`src/rtl/mem_arb_pkg.sv`:
```
// Shared definitions for the memory sequencer: FSM state encoding and port indices.
// Ports: none (package).
// Imported by mem_arbiter and rr_arbiter2.
package mem_arb_pkg;

   typedef enum logic [1:0] {
      ST_IDLE  = 2'd0,
      ST_ISSUE = 2'd1,
      ST_WAIT  = 2'd2,
      ST_DONE  = 2'd3
   } state_t;

   localparam logic PORT_PROC = 1'b0;
   localparam logic PORT_LOAD = 1'b1;

endpackage

```
`src/rtl/rr_arbiter2.sv`:
```
// Combinational 2-way round-robin pick between processor and loader.
// Ports: req_p/req_l requests, last = port served most recently;
//        win = winning port index, valid = at least one request present.
module rr_arbiter2
   import mem_arb_pkg::*;
(
   input  logic req_p,
   input  logic req_l,
   input  logic last,
   output logic win,
   output logic valid
);

   always_comb begin
      valid = req_p | req_l;
      win   = PORT_PROC;
      if (req_p && req_l) begin
         // Tie: the port that was not served last goes next.
         win = ~last;
      end else if (req_l) begin
         win = PORT_LOAD;
      end
   end

endmodule

```
`src/rtl/mem_arbiter.sv`:
```
// Sequences processor and loader accesses onto a single-port synchronous memory:
// IDLE -> ISSUE -> (WAIT x RD_LAT for reads) -> DONE -> IDLE.
// Ports: p_*/l_* request/grant/ack per requester, mem_* to the macro, rdata/busy shared.
module mem_arbiter
   import mem_arb_pkg::*;
#(
   parameter int ADDR_W = 7,
   parameter int DATA_W = 10,
   parameter int RD_LAT = 1
) (
   input  logic              clock,
   input  logic              resetn,
   input  logic              p_req,
   input  logic              p_we,
   input  logic [ADDR_W-1:0] p_addr,
   input  logic [DATA_W-1:0] p_wdata,
   output logic              p_gnt,
   output logic              p_ack,
   input  logic              l_req,
   input  logic              l_we,
   input  logic [ADDR_W-1:0] l_addr,
   input  logic [DATA_W-1:0] l_wdata,
   output logic              l_gnt,
   output logic              l_ack,
   output logic [DATA_W-1:0] rdata,
   output logic [ADDR_W-1:0] mem_addr,
   output logic [DATA_W-1:0] mem_wdata,
   output logic              mem_wren,
   input  logic [DATA_W-1:0] mem_rdata,
   output logic              busy
);

   localparam logic [1:0] CNT_INIT = 2'(RD_LAT - 1);

   state_t            state_q, state_d;
   logic              last_q, last_d;
   logic              owner_q, owner_d;
   logic              we_q, we_d;
   logic [ADDR_W-1:0] addr_q, addr_d;
   logic [DATA_W-1:0] wdata_q, wdata_d;
   logic [DATA_W-1:0] rdata_q, rdata_d;
   logic [1:0]        cnt_q, cnt_d;
   logic              arb_win, arb_vld;

   rr_arbiter2 u_rr (
      .req_p (p_req),
      .req_l (l_req),
      .last  (last_q),
      .win   (arb_win),
      .valid (arb_vld)
   );

   always_comb begin
      state_d = state_q;
      last_d  = last_q;
      owner_d = owner_q;
      we_d    = we_q;
      addr_d  = addr_q;
      wdata_d = wdata_q;
      rdata_d = rdata_q;
      cnt_d   = cnt_q;
      case (state_q)
         ST_IDLE: begin
            if (arb_vld) begin
               owner_d = arb_win;
               last_d  = arb_win;
               we_d    = (arb_win == PORT_LOAD) ? l_we    : p_we;
               addr_d  = (arb_win == PORT_LOAD) ? l_addr  : p_addr;
               wdata_d = (arb_win == PORT_LOAD) ? l_wdata : p_wdata;
               state_d = ST_ISSUE;
            end
         end
         ST_ISSUE: begin
            if (we_q) begin
               state_d = ST_DONE;
            end else begin
               cnt_d   = CNT_INIT;
               state_d = ST_WAIT;
            end
         end
         ST_WAIT: begin
            if (cnt_q == 2'd0) begin
               rdata_d = mem_rdata;
               state_d = ST_DONE;
            end else begin
               cnt_d = cnt_q - 2'd1;
            end
         end
         ST_DONE: state_d = ST_IDLE;
         default: state_d = ST_IDLE;
      endcase
   end

   always_ff @(posedge clock) begin
      if (resetn) begin
         state_q <= ST_IDLE;
         last_q  <= PORT_LOAD;
         owner_q <= PORT_PROC;
         we_q    <= 1'b0;
         addr_q  <= '0;
         wdata_q <= '0;
         rdata_q <= '0;
         cnt_q   <= 2'd0;
      end else begin
         state_q <= state_d;
         last_q  <= last_d;
         owner_q <= owner_d;
         we_q    <= we_d;
         addr_q  <= addr_d;
         wdata_q <= wdata_d;
         rdata_q <= rdata_d;
         cnt_q   <= cnt_d;
      end
   end

   // Every output comes from registers or the state decode only.
   assign busy      = (state_q != ST_IDLE);
   assign p_gnt     = busy && (owner_q == PORT_PROC);
   assign l_gnt     = busy && (owner_q == PORT_LOAD);
   assign p_ack     = (state_q == ST_DONE) && (owner_q == PORT_PROC);
   assign l_ack     = (state_q == ST_DONE) && (owner_q == PORT_LOAD);
   assign mem_wren  = (state_q == ST_ISSUE) && we_q;
   assign mem_addr  = addr_q;
   assign mem_wdata = wdata_q;
   assign rdata     = rdata_q;

endmodule

```
`config.mk`:
```
export PLATFORM = sky130hd
export DESIGN_NAME = mem_arbiter
export DESIGN_NICKNAME = d
export VERILOG_FILES = /design/src/rtl/mem_arb_pkg.sv /design/src/rtl/rr_arbiter2.sv /design/src/rtl/mem_arbiter.sv
export SDC_FILE = /design/constraint.sdc
export NUM_CORES = 1
export LEC_CHECK = 0
export ABC_CLOCK_PERIOD_IN_PS = 4400
export CAP_MARGIN = 0
export CORE_UTILIZATION = 42
export CTS_CLUSTER_SIZE = 24
export DETAILED_ROUTE_END_ITERATION = 7
export GPL_TIMING_DRIVEN = 0
export PLACE_DENSITY = 0.84
export SYNTH_ARGS = -nofsm -noshare
export SYNTH_HDL_FRONTEND = slang
export SYNTH_SLANG_ARGS = --single-unit
```
`constraint.sdc`:
```
create_clock -name clock -period 4.4 [get_ports clock]
set_input_delay 1.1 -clock clock [delete_from_list [all_inputs] [get_ports clock]]
set_output_delay 1.1 -clock clock [all_outputs]
set_load 0.02 [all_outputs]
```
==> flow_summary.ini, run 1 <==
[yosys]
synth_sequential_area_ratio_pct = 42.2
async_flop_share_pct = 0
synth_ff_type = dfxtp_1
netlist_area_sq_um = 1610
synth.distinct_cells = 27
synth_edf_count = 0
synthCells = 196
ys.warnings.count = 0
syn_area_per_cell_sq_um = 8.22
ys_ff_latch = 34
syn_nets = 252

[pwr]
p_clk_share_pct = 15.0
netSwitchingPower_mw = 0.604
cellLeakagePower_nw = 0.971
p_comb_share_pct = 54.1
vdd_drop_max_mv = 0.313
power_frac_seq_pct = 30.9
p_per_area_nw_per_um2 = 589
design_power_total_mw = 1.50
swShare_pct = 40.1
internal-power_mw = 0.901

[clocking]
cts_tree = built
clkTransAtPathRegs_ns = 0.06
clock_latency_ns = 0.28
cts_sinks = 34
cts_resized = 0
cts_buffers = 5
h-tree-depth = 2
cts_setup_buffers = 0
clockRootBuffer = clkbuf_8
cts_hold_buf = 0
clock_path_buffers = 2

[cells_and_area]
nNetsFinal = 339
nFillCells = 318
drive_gt1_share_pct = 9.57
area_growth_pct = 58.5
instances_no_fill = 330
n_antenna_cell = 0
fin_util_pct = 69.8

[floorplan]
start_util_pct = 44.0
fp.coreArea_sq_um = 3660
dieArea_sq_um = 4090
num_io_pins = 83
num_rows = 22
die_h_um = 63.9
die_w_um = 63.9

[critical_path]
critPathArrivalTime_ns = 1.90
required_ns = 3.30
cp_max_fo = 9
cp-end-kind = primary output
worstSetupStartpointType = flip-flop
crit_type = flip-flop to primary output

[placed_design]
dp.cells = 324
place.port_buffers = 80
place_hpwl_um = 3140
gp_congestion = 0.849

[routing]
via_per_inst = 5.05
routed_wl_um = 4210
dr.first_iter.drc_count = 88
vias = 1665
drc = 0
wl_per_cell_um = 12.8
firstDrtPassIters = 6
antenna_left = 0

[sta]
rsz0062_at_grt = false
period_needed_ns = 3.00
worst_pin_slew_ns = 0.681
period_share_pct = 68.1
setup_viol = 0
drv_slew = 0
fin_tns_setup_ns = 0
fmaxAchievable_ghz = 0.334
fin_skew_ns = 0.00348
relSlewSlack_pct = 54.6
hold_viol = 0

[global_route]
grt_max_degree = 11
grt_overflow = 0
grt_pass1_vias = 1587
antenna_found_initial = 0
grt_pass1_wl_um = 6890
grt_use_total_pct = 21.7

[status]
status = finished clean

[hold_path]
hold_path_class = flip-flop to flip-flop

[flow_run]
maxCapViolations = 0
registers in the layout (all words and copies together) (netlist names):
signal	cells
we_q	1
cnt_q	2
owner_q	1
rdata	10
mem_wdata	10
state_q	2
last_q	1
mem_addr	7
power groups by stage:
stage | sequential (mW) | combinational [mW] | clock, mW
2_1_floorplan | 0.562 | 0.401 | 0
4_1_cts | 0.465 | 0.824 | 0.232
5_1_grt | 0.479 | 0.893 | 0.246
3_3_place_gp | 0.468 | 0.800 | 0
6_report | 0.465 | 0.814 | 0.225
3_5_place_dp | 0.469 | 0.820 | 0
synth_stat cells, types with 2 or more instances:
library cell | number | area [sq um]
buf_4 | 4 | 30.0
inv_1 | 6 | 22.5
nand2_1 | 39 | 146
a211oi_2 | 9 | 113
nor2_1 | 23 | 86.3
a21oi_1 | 31 | 155
and2_1 | 3 | 18.8
ha_1 | 6 | 75.1
clkbuf_1 | 5 | 18.8
nand2b_1 | 2 | 12.5
buf_2 | 4 | 20.0
nor3b_1 | 2 | 15.0
nor2b_1 | 4 | 25.0
dfxtp_1 | 34 | 681
o32ai_1 | 2 | 17.5
a211oi_1 | 11 | 82.6
cells in the final DEF (no fill, tap or decap), types with 2 or more instances in the layout:
cell type and count:
a211oi_1 11, a211oi_2 9, a21oi_1 31, and2_1 3, buf_2 4, buf_4 4, clkbuf_1 5, clkbuf_8 6
clkdlybuf4s50_1 80, dfxtp_1 34, ha_1 6, inv_1 6, nand2_1 39, nand2b_1 2, nor2_1 23, nor2b_1 4
nor3b_1 2, o32ai_1 2
critical path: stages, from the launching register on:
cell and delay (ns):
dfxtp_1 0.39, inv_1 0.11, ha_1 0.20, buf_2 0.17
nor2b_1 0.12, clkdlybuf4s50_1 0.61
metrics by stage:
step	worst slack, ns	hold WS (ns)	area, sq um
finish	1.40	0.454	2550
global route	1.32	0.485	2550
CTS	1.40	0.457	2550
detailed placement	1.68	0.448	2470
global placement	1.74	0.440	2470
floorplan	2.20	0.478	1610
final timing paths:
path / from / end / slack [ns] / depth (start not counted)
min: rdata[2]$_SDFFE_PP0P_ / rdata[2]$_SDFFE_PP0P_ / 0.45 / 2
max reg2reg: state_q[0]$_SDFFE_PP0P_ / mem_addr[2]$_SDFFE_PP0P_ / 2.69 / 7
max: state_q[0]$_SDFFE_PP0P_ / l_gnt / 1.40 / 5
min reg2reg: rdata[2]$_SDFFE_PP0P_ / rdata[2]$_SDFFE_PP0P_ / 0.45 / 2
layer usage:
metal | GRT usage, % | vias to the layer above | routed length, um | part of all wire [%]
met2 | 36.2 | 66 | 1970 | 47
met5 | 0 | - | 0 | 0
met4 | 9.94 | 0 | 61 | 1.4
met1 | 25.2 | 749 | 1810 | 43
li1 | - | 843 | - | -
met3 | 6.79 | 7 | 366 | 8.7
cell type report:
type | count | area, sq um | area share (%)
flip-flops and latches | 34 | 681 | 26.6
well taps | 48 | 60.1 | 2.35
plain buffers | 13 | 68.8 | 2.69
multi-input cells | 143 | 840 | 32.9
inverters | 6 | 22.5 | 0.881
clock buffers | 6 | 82.6 | 3.23
repair buffers | 80 | 801 | 31.3
cells by family after synthesis:
logic type	count (synthesis)	share of synthesized area (%)
flip-flops	34	42.2
AO/OA/AOI/OAI	62	27.8
adder cells (fa/ha/maj)	6	4.66
AND/OR/NAND/NOR	75	19.6
buffers and inverters	19	5.67
No activity file was read; power rests on OpenSTA's default activity.
==> run 2: changes to the inputs <==
--- a/config.mk
+++ b/config.mk
@@ -5,13 +5,13 @@
 export SDC_FILE = /design/constraint.sdc
 export NUM_CORES = 1
 export LEC_CHECK = 0
-export ABC_CLOCK_PERIOD_IN_PS = 4400
+export ABC_CLOCK_PERIOD_IN_PS = 2900
 export CAP_MARGIN = 0
-export CORE_UTILIZATION = 42
+export CORE_UTILIZATION = 39
 export CTS_CLUSTER_SIZE = 24
 export DETAILED_ROUTE_END_ITERATION = 7
 export GPL_TIMING_DRIVEN = 0
-export PLACE_DENSITY = 0.84
+export PLACE_DENSITY = 0.79
 export SYNTH_ARGS = -nofsm -noshare
 export SYNTH_HDL_FRONTEND = slang
 export SYNTH_SLANG_ARGS = --single-unit
==> constraint.sdc (replaced) <==
create_clock -name clock -period 2.9 [get_ports clock]
set_input_delay 0.725 -clock clock [delete_from_list [all_inputs] [get_ports clock]]
set_output_delay 0.725 -clock clock [all_outputs]
set_load 0.02 [all_outputs]
==> flow_summary.ini, run 2 (synthesized netlist as in run 1, its figures left out) <==
[status]
status = finished clean

[cells_and_area]
nNetsFinal = 339
multiInputGateArea_sq_um = 840
drive_gt1_share_pct = 9.89
area_growth_pct = 60.6
area.sequential_sq_um = 681
final_cell_mix = 80 x clkdlybuf4s50_1, 39 x nand2_1, 34 x dfxtp_1
nFillCells = 353
layout_commonest_cell = clkdlybuf4s50_1
n_antenna_cell = 0

[critical_path]
r2r_start = state_q[0]$_SDFFE_PP0P_
critPathArrivalTime_ns = 1.87
cp-end-kind = primary output
rr_worst_depth = 7
worstSetupStartpointType = flip-flop
required_ns = 2.17
cp_max_fo = 9
reg2reg_to = mem_addr[2]$_SDFFE_PP0P_
regToRegSetupSlack_ns = 1.17
crit_type = flip-flop to primary output

[sta]
drv_slew = 0
period_needed_ns = 2.60
period_share_pct = 89.6
holdWs_ns = 0.452
fin_tns_setup_ns = 0
fmaxAchievable_ghz = 0.385
rsz0062_at_grt = false
worst_pin_slew_ns = 0.689
timing.final.ws_setup_ns = 0.303
fin_skew_ns = 0.00990
setup_viol = 0
relSlewSlack_pct = 54.1
hold_viol = 0

[floorplan]
dieArea_sq_um = 4390
start_util_pct = 40.6
num_io_pins = 83
die_h_um = 66.3
die_w_um = 66.3
fp.coreArea_sq_um = 3970
num_rows = 23

[routing]
dr.first_iter.drc_count = 65
firstDrtPassIters = 4
antenna_left = 0
drc = 0
vias = 1643
routed_wl_um = 4270
via_per_inst = 4.93
wl_per_cell_um = 12.8

[global_route]
grt_overflow = 0
grt_pass1_vias = 1567
grt_pass1_wl_um = 6850
grt_max_degree = 11
grt_use_total_pct = 20.1
antenna_found_initial = 0

[pwr]
p_per_area_nw_per_um2 = 920
vdd_drop_max_mv = 0.422
cellLeakagePower_nw = 0.985

[clocking]
cts_tree = built
cts_hold_buf = 0
clock_latency_ns = 0.28
clock_path_buffers = 2
cts_resized = 0
clkTransAtPathRegs_ns = 0.07
cts_buffers = 5
h-tree-depth = 2
clockRootBuffer = clkbuf_8
cts_sinks = 34
cts_setup_buffers = 0

[hold_path]
hold_path_class = flip-flop to flip-flop
hold_path_depth = 2
min_from = rdata[0]$_SDFFE_PP0P_
min_to = rdata[0]$_SDFFE_PP0P_

[placed_design]
place_hpwl_um = 3070
place.port_buffers = 80
gp_congestion = 0.758
place_ws_ns = 0.522

[flow_run]
maxCapViolations = 0
-- run 2: routing by layer --
layer / GRT usage, % / vias up / routed length [um]
met4: 6.65 / 0 / 57
met5: 0 / - / 0
li1: - / 841 / -
met2: 31.5 / 63 / 1900
met1: 25.3 / 731 / 1940
met3: 7.24 / 8 / 378
-- run 2: stage by stage --
step	power [mW]	util, %	std cells	instance area, sq um
after floorplan	1.46	-	196	1610
after global placement	1.94	62.3	326	2470
after detailed placement	1.95	62.3	326	2470
after CTS	2.40	65.2	333	2590
after global routing	2.55	65.2	333	2590
final	2.38	65.2	333	2590
-- run 2: worst max-delay path by stage --
stage	start	to	slack (ns)	depth (start not counted)
finish	state_q[0]$_SDFFE_PP0P_	l_gnt	0.30	5
global route	state_q[0]$_SDFFE_PP0P_	l_gnt	0.18	5
CTS	state_q[0]$_SDFFE_PP0P_	l_gnt	0.29	5
detailed placement	l_req	mem_addr[2]$_SDFFE_PP0P_	0.52	5
global placement	l_req	mem_addr[2]$_SDFFE_PP0P_	0.58	5
floorplan	state_q[0]$_SDFFE_PP0P_	l_gnt	1.08	4
-- run 2: cell type report --
cell class                      count  area share, %
Buffer                             13           2.66
Clock buffer                        6           3.19
Clock inverter                      1           1.16
Inverter                            6          0.870
Multi-Input combinational cell    143           32.4
Sequential cell                    34           26.3
Tap cell                           50           2.42
Timing Repair Buffer               80           30.9
-- run 2: where the power goes --
part | switching, mW | internal [mW]
combinational | 0.669 | 0.566
clock | 0.165 | 0.275
sequential | 0.0901 | 0.616
total | 0.924 | 1.46
-- run 2: worst max-delay path, cell delays in order (launching register included) --
cell and delay (ns):
dfxtp_1 0.38, inv_1 0.11, ha_1 0.20, buf_2 0.17, nor2b_1 0.12, clkdlybuf4s50_1 0.61
==> edit 1: new RTL, flow settings as in run 2 <==
Reset style: asynchronous (`resetn`), changed in one clocked block.
--- a/src/rtl/mem_arbiter.sv
+++ b/src/rtl/mem_arbiter.sv
@@ -93,3 +93,3 @@
 
-   always_ff @(posedge clock) begin
+   always_ff @(posedge clock or posedge resetn) begin
       if (resetn) begin
Formal check against the unedited RTL: differs if resetn is asserted again (counterexample within 4 cycles, from zero or initial values and one cycle with resetn high); with resetn held inactive, the same outputs for 10 cycles.
==> edit 1 against run 2 <==
Wire length shrank 4.4%; sequential cell count unchanged; power rose by 18%; combinational power rose by 26%; critical path type unchanged; design area up 3.9%; area after synthesis is 4.6% higher; setup slack got worse by 0.013 ns; non-clock buffer count decreased by 3.
==> edit 1: results (changes against run 2) <==
placement:
  place_area_um2: 2560  # +3.4%
  gp_congestion: 0.752  # -0.67%
  place_ws_ns: 0.580  # +0.0586 ns
  io_buffers: 81  # +1.3%
power:
  totalPowerFinal_uw: 2810  # +18%
  p_sw_uw: 1080  # +17%
  pwr-share-clk: 0.144  # -0.041
sta:
  fin_skew_ns: 0.00439  # -0.00551 ns
  clock.fmax_ghz: 0.383  # -0.48%
  holdWs_ns: 0.503  # +0.0510 ns
  slew_headroom: 0.644  # +0.103
critical_path:
  rr_startpoint: "state_q[0]"
  rrSetupSlack_ns: 1.14  # -0.03 ns
  cp_data_arrival_time_ns: 1.89  # +0.02 ns
  worstRegToRegCells: 8  # +1
synthesis:
  syn_nets: 222  # -12%
  synth_common_cells: "dfrtp_1, a21oi_1, nand2_1, nor2_1, mux2_2"
  yosysSeqAreaShare: 0.506  # +0.0832
  synthDistinctLibCells: 30  # +11%
  synthTopCellsByArea: "dfrtp_1, a21oi_1, mux2_2"
  synth_area_per_cell_um2: 10.2  # +23%
  synth_top_cell_area_share: 0.490  # +0.0676
route:
  routedLengthMet1_um: 1740  # -10%
  wl_met3_um: 417  # +10%
  routed_via_density: 4.96  # +0.54%
  routed_wl_um: 4090  # -4.4%
  drt_iter0_drc: 67  # +3.1%
final_layout:
  fin_nets: 311  # -8.3%
  seq_share: 0.317  # +0.0538
  multi_input_cells: 118  # -17%
  bufAreaShareNonClock: 0.335  # -0.00103
  multi_input_area_share: 0.275  # -0.0490
  clockNetworkAreaShare: 0.0409  # -0.00257
  fillers: 344  # -2.5%
  n_all_buffers: 90  # -3.2%
  drive_gt1_frac: 0.168  # +0.0690
hold_path:
  hold_end: "rdata[3]"
  hp-start: "rdata[3]"
global_route:
  grt_pass1_wl_um: 6790  # -0.90%
  grt_max_degree: 35  # +24
status:
  status: "finished clean"
-- edit 1: changes by cell type in the layout (fill, tap and decap cells not counted), moves of 5 or more --
cell,delta
dfxtp_1,-34
dfrtp_1,+33
nand2_1,-17
mux2_2,+11
a211oi_1,-10
a21oi_2,+10
a211oi_2,-9
clkbuf_1,-5
-- edit 1: kinds of logic after synthesis --
kind of cell | share of synthesized area
AOI/OAI and AO/OA | 0.200
and+or+nand+nor | 0.121
DFF | 0.506
buffers and inverters | 0.0549
muxes | 0.0735
adders and majority gates | 0.0445
-- edit 1: routing by layer --
| metal | GRT usage | vias to the layer above |
|---|---|---|
| met2 | 0.316 | 66 |
| met5 | 0 | - |
| li1 | - | 737 |
| met1 | 0.249 | 709 |
| met3 | 0.0946 | 6 |
| met4 | 0.0718 | 0 |
-- edit 1: worst max-delay path, cell delays in order (launching register included) --
cell and delay, ns:
dfrtp_1 0.41, inv_1 0.11, ha_1 0.21, clkbuf_8 0.16, nor2b_1 0.10, clkdlybuf4s50_1 0.60
==> edit 2: new RTL, flow settings as in run 2 <==
Made on the original files. Set the parameter `ADDR_W` to 9 (it was 7).
--- a/src/rtl/mem_arbiter.sv
+++ b/src/rtl/mem_arbiter.sv
@@ -6,3 +6,3 @@
 #(
-   parameter int ADDR_W = 7,
+   parameter int ADDR_W = 9,
    parameter int DATA_W = 10,
Interface: changed (resized l_addr, mem_addr and p_addr); port bits go from 83 to 89. No check against the original RTL was run, so the function may have changed too.
==> edit 2 against run 2 <==
The run now ends with design-rule violations left; area after synthesis is 14% higher; global-route usage is 1.3 points lower; combinational power rose by 18%; register-to-register slack better by 0.02 ns; design area is 12% higher; via count increased by 5.4%; wire length is 11% higher; critical path type unchanged; sequential power rose by 5.8%; largest power group unchanged; synthesized cell count is 5.6% higher; sequential share of layout area shrank 1.4 points; worst hold slack gained 0.0034 ns; power increased by 11%; setup slack lost 0.0057 ns; sequential cell count is 2 higher.
==> edit 2: results (changes against run 2) <==
clocking:
  cts-root-buf: "clkbuf_8"
  insertion_delay_ns: 0.29
  numCtsBuffers: 5  # unchanged
  htreeDepth: 2  # unchanged
  path_clk_slew_ns: 0.07  # about the same
  cts_setup_buffers: 0  # unchanged
  cts_resized: 0  # unchanged
  ctsLongestPathBuffers: 2  # unchanged
global_route:
  antenna_found_initial: 0  # unchanged
  grt_pass1_vias: 1579  # +0.77%
  grt.total_usage: 0.188  # -0.0132
  grt_pass1_wl_um: 7460  # +8.9%
  grt_max_degree: 12  # +1
route:
  drt-pass1-iter-count: 6  # +2
  drt_iter0_drc: 68  # +4.6%
  routed_wl_um: 4730  # +11%
  drc_errors: 16  # +16
  routed_via_density: 4.88  # -1.1%
  post_drt_wl_per_cell_um: 13.3  # +3.9%
critical_path:
  cp_data_arrival_time_ns: 1.88
  crit_slowest_cell: "clkdlybuf4s50_1"
  path_max_fanout: 9  # unchanged
  crit_family: "buffers and inverters"
  cpPeakStageDelay_ns: 0.62
synthesis:
  async_flop_share: 0  # unchanged
  yosysSeqAreaShare: 0.391  # -0.0313
  synthDistinctLibCells: 29  # +7.4%
  synth_area_per_cell_um2: 8.90  # +8.3%
  syn-instance-count: 207  # +5.6%
  synth_flop_cell: "dfxtp_1"
  synthTopCellsByArea: "dfxtp_1, a211oi_2, a21oi_2"
  synth_common_cells: "nand2_1, dfxtp_1, nor2_1, a211oi_2, a21oi_2"
  syn_nets: 267  # +6.0%
  synth_edf_count: 0  # unchanged
  yosys_warnings: 0  # unchanged
status:
  violations: "design-rule violations"
  status: "complete, but fails checks"
sta:
  fin_skew_ns: 0.00945  # -0.000451 ns
  slew_headroom: 0.515  # -0.0260
  finalHoldViolations: 0  # unchanged
power:
  p_leak_uw: 0.00108  # +9.5%
  ir_drop_v: 0.000417  # -1.3%
final_layout:
  drive_gt1_frac: 0.201  # +0.102
  antennaDiodeCount: 0  # unchanged
  fin_nets: 362  # +6.8%
placement:
  io_buffers: 88  # +10%
  gp_congestion: 0.807  # +6.6%
  placedCellCount: 347  # +6.4%
  hpwlAfterDp_um: 3480  # +13%
hold_path:
  hold_path_class: "register to register"
==> edit 2: worst paths after layout <==
| kind | start | end | slack (ns) | cells past startpoint |
|---|---|---|---|---|
| worst min-delay path | rdata[8] | rdata[8] | 0.46 | 2 |
| worst min register to register | rdata[8] | rdata[8] | 0.46 | 2 |
| worst max-delay path | state_q[0] | l_gnt | 0.30 | 5 |
| worst max register to register | state_q[0] | state_q[0] | 1.19 | 6 |
==> edit 2: logic make-up (layout without fill, tap and decap cells) <==
| family | after synthesis | count (layout) | synth area share |
|---|---|---|---|
| AOI/OAI and AO/OA | 66 | 66 | 0.323 |
| adders and majority gates | 6 | 6 | 0.0407 |
| buffers and inverters | 20 | 116 | 0.0625 |
| DFF | 36 | 36 | 0.391 |
| and+or+nand+nor | 79 | 79 | 0.183 |
==> edit 2: per-stage QoR <==
step / setup slack [ns] / area (µm²) / hold WS, ns
final: 0.297 / 2900 / 0.456
after global routing: 0.171 / 2900 / 0.476
after CTS: 0.269 / 2900 / 0.456
after detailed placement: 0.605 / 2790 / 0.446
after global placement: 0.626 / 2790 / 0.442
after floorplan: 1.08 / 1840 / 0.478
==> edit 2: report_power, final <==
group          total [µW]  switching (µW)  internal (µW)  leakage [µW]
combinational        1460             787            671      0.000727
clock                 437             182            255     0.0000552
sequential            747            93.6            654      0.000296
total                2640            1060           1580       0.00108
==> edit 2: layout make-up <==
cell class	count	area [µm²]
plain buffers	14	92.6
clock buffers	6	72.6
clock inverters	2	35.0
fillers	407	1550
inverters	6	22.5
multi-input cells	151	1010
flip-flops and latches	36	721
well taps	52	65.1
repair buffers	88	881
==> edit 2: routing by layer <==
layer,global-route usage,part of all wire,up-vias
met3,0.0442,0.060,9
met5,0,0,-
li1,-,-,895
met1,0.240,0.45,779
met4,0.0733,0.017,0
met2,0.308,0.47,49
